[config.mk]
export PLATFORM = sky130hd
export DESIGN_NAME = capsense_poll_sched
export DESIGN_NICKNAME = d
export VERILOG_FILES = /design/src/rtl/capsense_poll_sched.sv
export SDC_FILE = /design/constraint.sdc
export NUM_CORES = 1
export LEC_CHECK = 0
export CORE_AREA = 2 2 86 170
export DETAILED_ROUTE_END_ITERATION = 7
export DIE_AREA = 0 0 88 172
export GPL_TIMING_DRIVEN = 0
export PLACE_DENSITY = 0.57
export SYNTH_ARGS = -nofsm -noshare
export SYNTH_HDL_FRONTEND = slang
export SYNTH_SLANG_ARGS = --single-unit
[constraint.sdc]
create_clock -name clk -period 4.7 [get_ports clk]
set_input_delay 0.94 -clock clk [delete_from_list [all_inputs] [get_ports clk]]
set_output_delay 0.94 -clock clk [all_outputs]
set_load 0.005 [all_outputs]
[src/rtl/capsense_poll_sched.sv]
// Cap-sense poll scheduler: periodic status polls round-robin with host writes over one I2C engine, plus button debounce.
// Optional interrupt output enabled by defining CAPSENSE_IRQ_EN.
module capsense_poll_sched #(
    parameter int unsigned POLL_DIV     = 500000,
    parameter int unsigned DEBOUNCE_CNT = 3,
    parameter logic [7:0]  STATUS_REG   = 8'h03,
    parameter int unsigned TIMEOUT_CYC  = 1000000
) (
    input  logic       clk,
    input  logic       reset_n,
    input  logic       low_active,
    input  logic       cfg_req,
    input  logic [7:0] cfg_reg,
    input  logic [7:0] cfg_wdata,
    output logic       cfg_done,
    output logic       cfg_err,
    output logic       txn_req,
    output logic       txn_rw,
    output logic [7:0] txn_reg,
    output logic [7:0] txn_wdata,
    input  logic       txn_ack,
    input  logic       txn_done,
    input  logic       txn_nack,
    input  logic [7:0] txn_rdata,
    output logic       button_0,
    output logic       button_1,
    output logic [1:0] btn_press,
    output logic [1:0] btn_release,
`ifdef CAPSENSE_IRQ_EN
    input  logic [1:0] irq_mask,
    input  logic       irq_clr,
    output logic       irq,
`endif
    output logic       poll_overrun,
    output logic       poll_err
);

    localparam int WW = $clog2(TIMEOUT_CYC + 1);

    typedef enum logic [1:0] {IDLE, ISSUE, WAIT, DONE} state_t;

    state_t          state;
    logic [23:0]     poll_timer;
    logic            tick;
    logic            poll_pend;
    logic            last_cfg;
    logic            owner_poll;
    logic [WW-1:0]   wdog;
    logic [1:0]      btn_q;
    logic [1:0][3:0] db_cnt;

    logic            grant_poll;
    logic            grant_cfg;
    logic            finish;
    logic            fail;
    logic [1:0]      sample;
    logic [1:0][3:0] db_cnt_nx;
    logic [1:0]      btn_nx;
    logic [1:0]      press_nx;
    logic [1:0]      release_nx;
    logic            rdata_unused;

    assign tick         = (poll_timer == 24'(POLL_DIV - 1));
    assign grant_poll   = (state == IDLE) && (poll_pend || tick) && (!cfg_req || last_cfg);
    assign grant_cfg    = (state == IDLE) && cfg_req && !grant_poll;
    assign finish       = txn_done || (wdog == WW'(TIMEOUT_CYC - 1));
    assign fail         = txn_done ? txn_nack : 1'b1;
    assign sample       = txn_rdata[1:0] ^ {2{low_active}};
    assign rdata_unused = ^txn_rdata[7:2];
    assign button_0     = btn_q[0];
    assign button_1     = btn_q[1];

    always_ff @(posedge clk or negedge reset_n) begin
        if (!reset_n) begin
            poll_timer   <= '0;
            poll_pend    <= 1'b0;
            poll_overrun <= 1'b0;
        end else begin
            poll_timer <= tick ? 24'd0 : poll_timer + 24'd1;
            if (grant_poll)
                poll_pend <= 1'b0;
            else if (tick)
                poll_pend <= 1'b1;
            // Only one poll is ever queued; a tick that finds one waiting is just flagged.
            if (tick && poll_pend)
                poll_overrun <= 1'b1;
        end
    end

    always_comb begin
        db_cnt_nx  = db_cnt;
        btn_nx     = btn_q;
        press_nx   = 2'b00;
        release_nx = 2'b00;
        for (int i = 0; i < 2; i++) begin
            if (sample[i] == btn_q[i]) begin
                db_cnt_nx[i] = 4'd0;
            end else if (db_cnt[i] == 4'(DEBOUNCE_CNT - 1)) begin
                btn_nx[i]     = ~btn_q[i];
                press_nx[i]   = ~btn_q[i];
                release_nx[i] = btn_q[i];
                db_cnt_nx[i]  = 4'd0;
            end else begin
                db_cnt_nx[i] = db_cnt[i] + 4'd1;
            end
        end
    end

    always_ff @(posedge clk or negedge reset_n) begin
        if (!reset_n) begin
            state       <= IDLE;
            txn_req     <= 1'b0;
            txn_rw      <= 1'b0;
            txn_reg     <= 8'h00;
            txn_wdata   <= 8'h00;
            owner_poll  <= 1'b0;
            last_cfg    <= 1'b1;
            wdog        <= '0;
            cfg_done    <= 1'b0;
            cfg_err     <= 1'b0;
            poll_err    <= 1'b0;
            btn_q       <= 2'b00;
            db_cnt      <= '0;
            btn_press   <= 2'b00;
            btn_release <= 2'b00;
        end else begin
            cfg_done    <= 1'b0;
            cfg_err     <= 1'b0;
            btn_press   <= 2'b00;
            btn_release <= 2'b00;
            case (state)
                IDLE: begin
                    if (grant_poll) begin
                        owner_poll <= 1'b1;
                        last_cfg   <= 1'b0;
                        txn_rw     <= 1'b1;
                        txn_reg    <= STATUS_REG;
                        txn_wdata  <= 8'h00;
                        txn_req    <= 1'b1;
                        state      <= ISSUE;
                    end else if (grant_cfg) begin
                        owner_poll <= 1'b0;
                        last_cfg   <= 1'b1;
                        txn_rw     <= 1'b0;
                        txn_reg    <= cfg_reg;
                        txn_wdata  <= cfg_wdata;
                        txn_req    <= 1'b1;
                        state      <= ISSUE;
                    end
                end
                ISSUE: begin
                    if (txn_ack) begin
                        txn_req <= 1'b0;
                        wdog    <= '0;
                        state   <= WAIT;
                    end
                end
                WAIT: begin
                    // Completion is reported on entry to DONE so cfg_done precedes the next IDLE cycle.
                    if (finish) begin
                        state <= DONE;
                        if (owner_poll) begin
                            if (fail) begin
                                poll_err <= 1'b1;
                            end else begin
                                btn_q       <= btn_nx;
                                db_cnt      <= db_cnt_nx;
                                btn_press   <= press_nx;
                                btn_release <= release_nx;
                            end
                        end else begin
                            cfg_done <= 1'b1;
                            cfg_err  <= fail;
                        end
                    end else begin
                        wdog <= wdog + WW'(1);
                    end
                end
                DONE: state <= IDLE;
                default: state <= IDLE;
            endcase
        end
    end

`ifdef CAPSENSE_IRQ_EN
    always_ff @(posedge clk or negedge reset_n) begin
        if (!reset_n)
            irq <= 1'b0;
        else if (|((btn_press | btn_release) & irq_mask))
            irq <= 1'b1;
        else if (irq_clr)
            irq <= 1'b0;
    end
`endif

endmodule

==> impl_metrics.tcl <==
set metrics [dict create \
    rsz0062_at_grt "no" \
    wl_um 9670 \
    htreeDepth 3 \
    port_buffers 52 \
    p_int_uw 1560 \
    startpoint "txn_done" \
    switching_power_uw 619 \
    cts_tree "done" \
    total_power_uw 2180 \
    ys_types 58 \
    grt_util_met3 0.0296 \
    finalClockSkew_ps 7.06 \
    die_area_um2 15100 \
    antenna_found_initial 0 \
    hp-class "in2async" \
    area_delta_synth_final_pct 26.6 \
    slew_viol_final 0 \
    cts_resized 0 \
    cp_max_fo 6 \
    synth_enable_flop_cells 0 \
    dp_hpwl_um 7030 \
    drive_gt1_frac 0.0571 \
    drt-initial-drc-count 134 \
    grt_overflow_total 0 \
    root_buffer "clkbuf_16" \
    cts_buffers 9 \
    synth_top_cell_by_area "dfrtp_1" \
    vias 3224 \
    synthTopCellsByArea "dfrtp_1 (51%), xor2_1 (4.1%), a22o_1 (3.7%)" \
    powerDensity_nw_per_um2 425 \
    synthesis.nets 427 \
    diodes 0 \
    fin_nets 491 \
    largest_register "poll_timer" \
    setup_viol_count_final 0 \
    grt_pass1_vias 3343 \
    remaining_drc_errors 0 \
    r2r-start "wdog[7]" \
    swShare 0.284 \
    hold_buffers 0 \
    grt_usage 0.138 \
    reg.largest.list "poll_timer: 24 flops, wdog: 20 flops" \
    startpoint_type "input pin" \
    firstDrtPassIters 4 \
    max_freq_mhz 346 \
    rows 61 \
    via_per_inst 5.01 \
    yosysSeqAreaShare 0.520 \
    largest_reg_flops 24 \
    cts.path.max_buffers 2 \
    clkLatencyLatePin_ps 340 \
    ys.flop_type "dfrtp_1" \
    clk_pin_slew_ps 60 \
    synth_seq_cells 84 \
    p_clk_frac 0.328 \
    start_util 0.293 \
    synthTopCellsByCount "dfrtp_1 (83), nand2_1 (31), nor2_1 (30), nand3_1 (23), xor2_1 (19)" \
    grt_first_pass_wirelength_um 16300 \
    yosys_warnings 0 \
    utilization 0.371 \
    post_cts_buffers 0 \
    sequentialPowerShare 0.418 \
    use_met2 0.243 \
    core_um2 13800 \
    cp.required_ps 4960 \
    power_frac_comb 0.254 \
    placed_area_um2 4830 \
    async_reset_ff_frac 1.00 \
    outcome "completed" \
    tightestPinTransition_ps 1060 \
    ir_drop_mv 0.227 \
    die_w_um 88 \
    ios 59 \
    ant_nets 0 \
    gp_congestion 0.835 \
    wl_per_cell_um 15.0 \
    die_h_um 172 \
    hold_violations 0 \
    grt_busiest_layer "met2" \
    grt_max_degree 72 \
    syn_area_per_cell_um2 10.4 \
    cts.sinks 84 \
    grt_util_met1 0.157 \
    yosysMostFrequentCell "dfrtp_1" \
    p_leak_uw 0.00219 \
    synth_top_area_frac 0.514 \
    layout_min_cycle_time_ps 2890 \
    fin_area_um2 5120 \
    max_slew_margin 0.285 \
    critPathArrivalTime_ps 3150 \
    critical_path_class "in2reg" \
    synth.cell_area_um2 4040 \
    synthCells 387 \
    maxCapViolations 0 \
    finalCritPeriodShare 0.616 \
    end_kind "flop" \
]
-- cells in the final DEF (no fill, tap or decap), types with 4 or more instances in the layout --
master           count
clkbuf_1             9
ha_1                 9
nand3_1             23
xor2_1              19
o31ai_1              4
nand2b_1             6
a22o_1              17
nor4_1               8
a21oi_1             15
and4_1               6
and2_1               4
clkbuf_16            9
nand2_1             31
clkdlybuf4s50_1     51
and3_1               8
nor2b_1              8
nand4_1              9
nor2_1              30
nor3_1               8
xnor2_1             12
inv_1               11
dfrtp_1             83
or4_1                5
or3_1                7
o21ai_0             18
-- logic make-up after synthesis --
| kind of cell | Yosys count | share of synthesized area |
|---|---|---|
| AO/OA/AOI/OAI | 79 | 0.141 |
| XOR/XNOR | 32 | 0.0730 |
| adder cells (fa/ha/maj) | 9 | 0.0278 |
| buffers and inverters | 19 | 0.0195 |
| flip-flops | 84 | 0.520 |
| multiplexers | 2 | 0.00526 |
| AND/OR/NAND/NOR | 162 | 0.213 |
-- cell type report --
type / instances / area [µm²]
sequential: 84 / 2100
clock buffer: 12 / 246
tap: 189 / 236
timing repair buffer: 53 / 546
multi-input combinational: 284 / 1860
buffer: 8 / 37.5
fill: 1364 / 8700
clock inverter: 3 / 46.3
inverter: 11 / 41.3
-- worst paths after layout --
path	to	slack (ps)	cells past startpoint
max	wdog[18]	1810	6
min	poll_timer[13]	450	1
max reg2reg	state[1]	1930	5
min reg2reg	poll_overrun	450	1
max in group asynchronous	last_cfg	3600	2
min in group clk	poll_overrun	460	1
-- power groups by stage --
stage | sequential (µW) | combinational (µW) | clock (µW)
final | 910 | 553 | 713
after global routing | 924 | 610 | 769
after CTS | 909 | 562 | 731
after detailed placement | 919 | 561 | 0
after global placement | 916 | 545 | 0
after floorplan | 912 | 279 | 0
-- worst max-delay path, stage by stage --
cell and delay (ps):
clkdlybuf4s50_1 510, nand2b_1 280, a2111oi_2 610, nand3_1 270
or3_1 390, a21oi_1 150
-- routing by layer --
metal,vias to the layer above,wire [µm]
li1,1537,-
met1,1580,3800
met3,18,331
met2,89,5300
met5,-,0
met4,0,239
-- stage by stage --
stage	hold slack (ps)	setup TNS, ps	std cells	worst slack (ps)
finish	455	0	644	1810
global route	456	0	644	1590
CTS	452	0	644	1780
detailed placement	452	0	629	1430
global placement	439	-29970	628	-367
floorplan	438	0	387	2330
(Power assumes the default switching activity.)
